## config.mk

```make
export PLATFORM = sky130hd
export DESIGN_NAME = embcpu8k_pio_seq
export DESIGN_NICKNAME = d
export VERILOG_FILES = /design/src/rtl/embcpu8k_pio_seq.sv
export SDC_FILE = /design/constraint.sdc
export NUM_CORES = 1
export LEC_CHECK = 0
export CAP_MARGIN = 20
export CORE_UTILIZATION = 60
export DETAILED_ROUTE_END_ITERATION = 8
export PLACE_DENSITY = 0.81
export SETUP_SLACK_MARGIN = 0.3
export SYNTH_ARGS = -nofsm -noshare
export SYNTH_HDL_FRONTEND = slang
export SYNTH_SLANG_ARGS = --single-unit
export TNS_END_PERCENT = 100
```

## constraint.sdc

```tcl
create_clock -name clk -period 3.7 [get_ports clk]
set_input_delay 0.37 -clock clk [delete_from_list [all_inputs] [get_ports clk]]
set_output_delay 0.37 -clock clk [all_outputs]
set_load 0.05 [all_outputs]
```

## src/rtl/embcpu8k_pio_seq.sv

```systemverilog
// Avalon-MM pattern sequencer: plays a table of {value, hold} entries onto an 8-bit port.
// Optional done interrupt (IRQMASK at address 4, irq port) enabled by EMBCPU8K_PIO_SEQ_IRQ_EN.
module embcpu8k_pio_seq #(
    parameter int unsigned DEPTH  = 8,
    parameter int unsigned HOLD_W = 16
) (
    input  logic        clk,
    input  logic        reset,
    input  logic [3:0]  address,
    input  logic        chipselect,
    input  logic        write_n,
    input  logic [31:0] writedata,
    output logic [31:0] readdata,
    output logic [7:0]  out_port
`ifdef EMBCPU8K_PIO_SEQ_IRQ_EN
    ,
    output logic        irq
`endif
);

    localparam logic [2:0] LastIdx = 3'(DEPTH - 1);

    typedef enum logic [0:0] {StIdle, StRun} state_e;

    state_e              state_q, state_d;
    logic [2:0]          idx_q, idx_d;
    logic [HOLD_W-1:0]   cnt_q, cnt_d;
    logic [7:0]          out_q, out_d;
    logic                loop_q, loop_d;
    logic [2:0]          len_q, len_d;
    logic                done_q, done_d;
    logic [7:0]          idleval_q, idleval_d;
    logic [7:0]          val_q  [8];
    logic [7:0]          val_d  [8];
    logic [HOLD_W-1:0]   hold_q [8];
    logic [HOLD_W-1:0]   hold_d [8];

    logic       wr, wr_ctrl, wr_len, wr_status, wr_idle, wr_entry;
    logic       start_req, stop_req, entry_sel, done_set, busy;
    logic [2:0] nxt_idx;
    logic       unused_wd;

    assign unused_wd = ^writedata;

    assign wr        = chipselect & ~write_n;
    // Only addresses 8..8+DEPTH-1 map to entries; DEPTH is a power of two.
    assign entry_sel = address[3] && ((address[2:0] & ~LastIdx) == 3'd0);
    assign wr_ctrl   = wr && (address == 4'd0);
    assign wr_len    = wr && (address == 4'd1);
    assign wr_status = wr && (address == 4'd2);
    assign wr_idle   = wr && (address == 4'd3);
    assign wr_entry  = wr && entry_sel;
    assign stop_req  = wr_ctrl && writedata[2];
    assign start_req = wr_ctrl && writedata[0] && !writedata[2];
    assign busy      = (state_q == StRun);
    assign nxt_idx   = idx_q + 3'd1;

    always_comb begin
        loop_d    = loop_q;
        len_d     = len_q;
        idleval_d = idleval_q;
        for (int i = 0; i < 8; i++) begin
            val_d[i]  = val_q[i];
            hold_d[i] = hold_q[i];
        end
        if (wr_ctrl) loop_d = writedata[1];
        if (wr_len)  len_d = (writedata[2:0] > LastIdx) ? LastIdx : writedata[2:0];
        if (wr_idle) idleval_d = writedata[7:0];
        if (wr_entry) begin
            val_d[address[2:0]]  = writedata[7:0];
            hold_d[address[2:0]] = writedata[8 +: HOLD_W];
        end
    end

    always_comb begin
        state_d  = state_q;
        idx_d    = idx_q;
        cnt_d    = cnt_q;
        out_d    = out_q;
        done_set = 1'b0;
        if (stop_req) begin
            state_d = StIdle;
            idx_d   = 3'd0;
            cnt_d   = '0;
        end else if (state_q == StIdle) begin
            if (start_req) begin
                state_d = StRun;
                idx_d   = 3'd0;
                out_d   = val_q[0];
                cnt_d   = hold_q[0];
            end
        end else if (cnt_q != '0) begin
            cnt_d = cnt_q - HOLD_W'(1);
        end else if (idx_q < len_q) begin
            idx_d = nxt_idx;
            out_d = val_q[nxt_idx];
            cnt_d = hold_q[nxt_idx];
        end else if (loop_q) begin
            idx_d = 3'd0;
            out_d = val_q[0];
            cnt_d = hold_q[0];
        end else begin
            state_d  = StIdle;
            idx_d    = 3'd0;
            done_set = 1'b1;
        end
        // A completion in the same cycle as a clear leaves DONE set.
        done_d = done_q;
        if (wr_status && writedata[0]) done_d = 1'b0;
        if (done_set) done_d = 1'b1;
    end

`ifdef EMBCPU8K_PIO_SEQ_IRQ_EN
    logic irqmask_q, irq_q;

    always_ff @(posedge clk) begin
        if (reset) begin
            irqmask_q <= 1'b0;
            irq_q     <= 1'b0;
        end else begin
            if (wr && (address == 4'd4)) irqmask_q <= writedata[0];
            irq_q <= done_q & irqmask_q;
        end
    end

    assign irq = irq_q;
`endif

    always_ff @(posedge clk) begin
        if (reset) begin
            state_q   <= StIdle;
            idx_q     <= 3'd0;
            cnt_q     <= '0;
            out_q     <= 8'd0;
            loop_q    <= 1'b0;
            len_q     <= 3'd0;
            done_q    <= 1'b0;
            idleval_q <= 8'd0;
            for (int i = 0; i < 8; i++) begin
                val_q[i]  <= 8'd0;
                hold_q[i] <= '0;
            end
        end else begin
            state_q   <= state_d;
            idx_q     <= idx_d;
            cnt_q     <= cnt_d;
            out_q     <= out_d;
            loop_q    <= loop_d;
            len_q     <= len_d;
            done_q    <= done_d;
            idleval_q <= idleval_d;
            for (int i = 0; i < 8; i++) begin
                val_q[i]  <= val_d[i];
                hold_q[i] <= hold_d[i];
            end
        end
    end

    assign out_port = busy ? out_q : idleval_q;

    always_comb begin
        readdata = 32'd0;
        case (address)
            4'd0: readdata = {21'd0, idx_q, 6'd0, loop_q, busy};
            4'd1: readdata = {29'd0, len_q};
            4'd2: readdata = {31'd0, done_q};
            4'd3: readdata = {24'd0, idleval_q};
`ifdef EMBCPU8K_PIO_SEQ_IRQ_EN
            4'd4: readdata = {31'd0, irqmask_q};
`endif
            default: begin
                if (entry_sel) begin
                    readdata[7:0]        = val_q[address[2:0]];
                    readdata[8 +: HOLD_W] = hold_q[address[2:0]];
                end
            end
        endcase
    end

endmodule
```

==> impl_results.html <==
<table>
<tr><th>Metric</th><th>Value</th></tr>
<tr><th colspan="2">Yosys</th></tr>
<tr><td>Register area share after synthesis</td><td>38.4%</td></tr>
<tr><td>Number of cells produced by synthesis</td><td>approximately 1500</td></tr>
<tr><td>Mean area per synthesized cell</td><td>8.23 um^2</td></tr>
<tr><td>Combined area of all synthesized cells</td><td>12200 um^2</td></tr>
<tr><td>#FFs+latches synth</td><td>between 200 and 250</td></tr>
<tr><td>Primary flip-flop cell chosen by synthesis mapping</td><td>sky130_fd_sc_hd__dfxtp_1</td></tr>
<tr><td>Post-synthesis cell type count</td><td>72</td></tr>
<tr><td>Number of enable-type register cells in the synthesized netlist</td><td>0</td></tr>
<tr><td>Number of warning messages in the yosys log</td><td>0</td></tr>
<tr><td>Fraction of registers with async set/reset</td><td>0%</td></tr>
<tr><th colspan="2">Floorplan</th></tr>
<tr><td>Starting density of the core</td><td>61.8%</td></tr>
<tr><td>Die height</td><td>144 um</td></tr>
<tr><td>Area of the placeable core</td><td>19700 um^2</td></tr>
<tr><td>Ports</td><td>80</td></tr>
<tr><td>X dimension of the die</td><td>144 um</td></tr>
<tr><td>DIE AREA</td><td>20800 um^2</td></tr>
<tr><td>Floorplan row count</td><td>51</td></tr>
<tr><th colspan="2">Routing</th></tr>
<tr><td>M1 wire length</td><td>between 10000 and 15000 um</td></tr>
<tr><td>Number of nets still failing antenna checks after routing</td><td>0</td></tr>
<tr><td>Via count</td><td>11935</td></tr>
<tr><td>Drt total wl</td><td>slightly above 40000 um</td></tr>
<tr><td>Number of optimization iterations in the first detailed-route pass</td><td>6</td></tr>
<tr><td>Residual DRC count</td><td>0</td></tr>
<tr><td>Drt via density</td><td>6.79</td></tr>
<tr><td>Iteration-0 DRC Markers</td><td>1670</td></tr>
<tr><td>Average wire per standard cell</td><td>22.9 um</td></tr>
<tr><td>Total length of routed met2 wires</td><td>about 18000 um</td></tr>
<tr><td>Detailed-routed wire length on met3</td><td>6050 um</td></tr>
<tr><td>Highest metal layer with signal wires</td><td>met4</td></tr>
<tr><th colspan="2">Clocking</th></tr>
<tr><td>Number of CTS-inserted buffers</td><td>24</td></tr>
<tr><td>Number of levels the H-tree was split into</td><td>1</td></tr>
<tr><td>Clock latency on the worst-skew pair</td><td>0.53 ns</td></tr>
<tr><td>CTS Root Buffer Type</td><td>sky130_fd_sc_hd__clkbuf_16</td></tr>
<tr><td>Deepest clock path buffer count</td><td>3</td></tr>
<tr><td>TritonCTS clock tree</td><td>built</td></tr>
<tr><td>Post-CTS Setup Repair Bufs</td><td>0</td></tr>
<tr><td>Clock tree sinks</td><td>233</td></tr>
<tr><td>Number of hold buffers added after cts</td><td>0</td></tr>
<tr><td>Post-cts gate resize count</td><td>0</td></tr>
<tr><td>Clock transition at the registers of the reported paths</td><td>0.06 ns</td></tr>
<tr><th colspan="2">STA</th></tr>
<tr><td>Achievable frequency</td><td>299 MHz</td></tr>
<tr><td>Final worst-path cycle share</td><td>90.5%</td></tr>
<tr><td>RSZ-0062 raised after global routing</td><td>no</td></tr>
<tr><td>Slew HR</td><td>39.1%</td></tr>
<tr><td>Number of setup violations in the final report</td><td>0</td></tr>
<tr><td>Setup TNS</td><td>0 ns</td></tr>
<tr><td>Clock period minus final worst setup slack</td><td>3.35 ns</td></tr>
<tr><td>Final Hold Fails</td><td>0</td></tr>
<tr><td>Transition at the pin with the smallest max-transition slack</td><td>0.913 ns</td></tr>
<tr><td>Worst clock skew on the final layout</td><td>around 0.014 ns</td></tr>
<tr><td>Number of max-slew violations in the final report</td><td>0</td></tr>
<tr><th colspan="2">Power and ir drop</th></tr>
<tr><td>Max IR drop VDD</td><td>0.321 mV</td></tr>
<tr><td>Leakage Power</td><td>about 4.6 nW</td></tr>
<tr><td>Power density of the placed cells</td><td>385 nW/um^2</td></tr>
<tr><th colspan="2">Layout</th></tr>
<tr><td>Share of final-layout standard cells stronger than drive strength 1</td><td>13.9%</td></tr>
<tr><td>Layout area overhead</td><td>14.7%</td></tr>
<tr><td>Post-layout utilization of the core</td><td>70.9%</td></tr>
<tr><td>Layout fillers</td><td>~1500</td></tr>
<tr><td>Nets</td><td>1524</td></tr>
<tr><td>Number of diodes</td><td>0</td></tr>
<tr><td>Footprint of the multi-input gates</td><td>6770 um^2</td></tr>
<tr><td>FF/Latch Area</td><td>4670 um^2</td></tr>
<tr><th colspan="2">Setup path</th></tr>
<tr><td>Critical Path Fanout Max</td><td>20</td></tr>
<tr><td>CP Capture Type</td><td>output pin</td></tr>
<tr><td>WS Path Type</td><td>input port to output pin</td></tr>
<tr><td>Worst-case reg-to-reg path depth</td><td>7</td></tr>
<tr><td>Worst Path Required</td><td>~3.3 ns</td></tr>
<tr><td>Crit start category</td><td>input port</td></tr>
<tr><td>Data arrival time of the worst path</td><td>2.98 ns</td></tr>
<tr><th colspan="2">Hold path</th></tr>
<tr><td>Worst hold path cell count</td><td>2</td></tr>
<tr><td>Type of the tightest min-delay check</td><td>input port to flop</td></tr>
<tr><th colspan="2">GRT</th></tr>
<tr><td>Maximum number of pins on one net before global-route repair</td><td>roughly 120</td></tr>
<tr><td>Grt ovf</td><td>0</td></tr>
<tr><td>First-pass GRT wire length</td><td>61000 um</td></tr>
<tr><td>Number of global-route vias before repair</td><td>10995</td></tr>
<tr><td>Antenna violations before repair</td><td>1</td></tr>
<tr><td>Overall fraction of global-route tracks in use</td><td>38.8%</td></tr>
<tr><th colspan="2">Placed design</th></tr>
<tr><td>Number of buffers inserted by port buffering</td><td>63</td></tr>
<tr><td>GPL Wtd Cong</td><td>0.945</td></tr>
<tr><td>Detailed-placement wirelength estimate</td><td>25900 um</td></tr>
<tr><th colspan="2">Run status</th></tr>
<tr><td>Result of the run</td><td>finished clean</td></tr>
<tr><th colspan="2">Job</th></tr>
<tr><td>MaxCap Viol Count</td><td>0</td></tr>
</table>
==> flip-flops by register name, indices dropped and copies added (netlist names) <==
name	cells
hold_q	128
val_q	64
cnt_q	16
idleval_q	8
out_q	8
idx_q	3
len_q	3
busy	1
done_q	1
loop_q	1
==> path summary, 6_finish.rpt <==
| check | startpoint | to | slack [ns] |
|---|---|---|---|
| max | address[0] | readdata[7] | 0.35 |
| min | reset | out_q[7]$_SDFFE_PP0P_ | 0.35 |
| max reg2reg | idx_q[1]$_SDFFE_PP0P_ | cnt_q[7]$_SDFFE_PP0P_ | 0.85 |
| min reg2reg | val_q[6][0]$_SDFFE_PP0P_ | val_q[6][0]$_SDFFE_PP0P_ | 0.47 |
==> critical path, cell delays in order <==
cell	delay, ns
sky130_fd_sc_hd__clkdlybuf4s50_1	0.79
sky130_fd_sc_hd__inv_1	0.21
sky130_fd_sc_hd__nor3_2	0.21
sky130_fd_sc_hd__buf_4	0.36
sky130_fd_sc_hd__a22o_1	0.20
sky130_fd_sc_hd__a221oi_1	0.05
sky130_fd_sc_hd__a31oi_1	0.42
sky130_fd_sc_hd__a31o_2	0.23
sky130_fd_sc_hd__buf_12	0.14
==> synth_stat cells, types with 3 or more instances <==
library cell | instances | area, um^2
sky130_fd_sc_hd__buf_2 | 55 | 275
sky130_fd_sc_hd__a22oi_1 | 66 | 495
sky130_fd_sc_hd__o221ai_1 | 5 | 43.8
sky130_fd_sc_hd__a32oi_1 | 6 | 52.6
sky130_fd_sc_hd__a31o_2 | 4 | 35.0
sky130_fd_sc_hd__o2bb2ai_1 | 3 | 26.3
sky130_fd_sc_hd__a31oi_1 | 9 | 56.3
sky130_fd_sc_hd__a41oi_1 | 10 | 87.6
sky130_fd_sc_hd__and2_1 | 14 | 87.6
sky130_fd_sc_hd__mux2_2 | 14 | 158
sky130_fd_sc_hd__buf_4 | 18 | 135
sky130_fd_sc_hd__nor3_1 | 5 | 25.0
sky130_fd_sc_hd__a22o_1 | 6 | 52.6
sky130_fd_sc_hd__buf_6 | 3 | 33.8
sky130_fd_sc_hd__nand3_1 | 18 | 90.1
sky130_fd_sc_hd__inv_1 | 9 | 33.8
sky130_fd_sc_hd__a222oi_1 | 3 | 30.0
sky130_fd_sc_hd__xor2_1 | 4 | 35.0
sky130_fd_sc_hd__nand2_1 | 441 | 1660
sky130_fd_sc_hd__mux2i_1 | 45 | 450
sky130_fd_sc_hd__a21oi_1 | 222 | 1110
sky130_fd_sc_hd__clkbuf_1 | 73 | 274
sky130_fd_sc_hd__ha_1 | 5 | 62.6
sky130_fd_sc_hd__nand4_1 | 3 | 18.8
sky130_fd_sc_hd__nor2b_1 | 6 | 37.5
sky130_fd_sc_hd__o211ai_1 | 6 | 45.0
sky130_fd_sc_hd__mux4_2 | 49 | 1100
sky130_fd_sc_hd__xnor2_1 | 3 | 26.3
sky130_fd_sc_hd__o21ai_0 | 35 | 175
sky130_fd_sc_hd__nor2_1 | 38 | 143
sky130_fd_sc_hd__dfxtp_1 | 233 | 4660
sky130_fd_sc_hd__a221oi_1 | 11 | 96.3
==> stage by stage <==
stage                     std cells  worst slack (ns)  power, mW  hold slack [ns]  instance area, um^2
after floorplan                1484             0.457       2.80            0.442                12200
after global placement         1718             0.483       2.93            0.452                13100
after detailed placement       1718             0.474       2.93            0.456                13100
after CTS                      1759             0.443       5.35            0.355                13900
after global routing           1759             0.319       5.49            0.388                13900
final                          1759             0.351       5.37            0.350                13900
==> layer usage <==
metal  up-vias  global-route usage [%]
li1       5200                       -
met5         -                       0
met2       963                    58.2
met3       210                    11.6
met1      5562                    50.8
met4         0                    19.2
==> cells by family (layout without fill, tap and decap cells) <==
logic type	count (synthesis)	count (layout)	share of synthesized area, %
XOR/XNOR	8	8	0.731
flip-flops	233	233	38.4
multiplexers	110	110	14.5
other	1	8	0.0309
AO/OA/AOI/OAI	407	407	20.4
adder cells (fa/ha/maj)	5	5	0.515
AND/OR/NAND/NOR	552	552	19.1
buffers and inverters	161	171	6.28
==> cell usage in the layout, fill, tap and decap left out, types with 35 or more instances in the layout <==
master                              n
sky130_fd_sc_hd__dfxtp_1          232
sky130_fd_sc_hd__buf_4             54
sky130_fd_sc_hd__mux4_2            49
sky130_fd_sc_hd__a22oi_1           66
sky130_fd_sc_hd__o21ai_0           35
sky130_fd_sc_hd__nor2_1            38
sky130_fd_sc_hd__clkdlybuf4s50_1   38
sky130_fd_sc_hd__mux2i_1           45
sky130_fd_sc_hd__a21oi_1          222
sky130_fd_sc_hd__nand2_1          441
==> power by group <==
group	internal, mW	switching, mW	leakage (nW)
Sequential	2.52	0.0155	1.88
Clock	1.47	1.01	0.393
Combinational	0.105	0.246	2.36
Total	4.09	1.28	4.63
==> cell type report <==
class,count,share of cell area (%)
multi-input cells,1090,48.5
flip-flops and latches,233,33.5
repair buffers,120,9.60
clock buffers,34,5.09
well taps,265,2.38
clock inverters,7,0.628
inverters,10,0.269
Power figures use the tool's default switching activity.
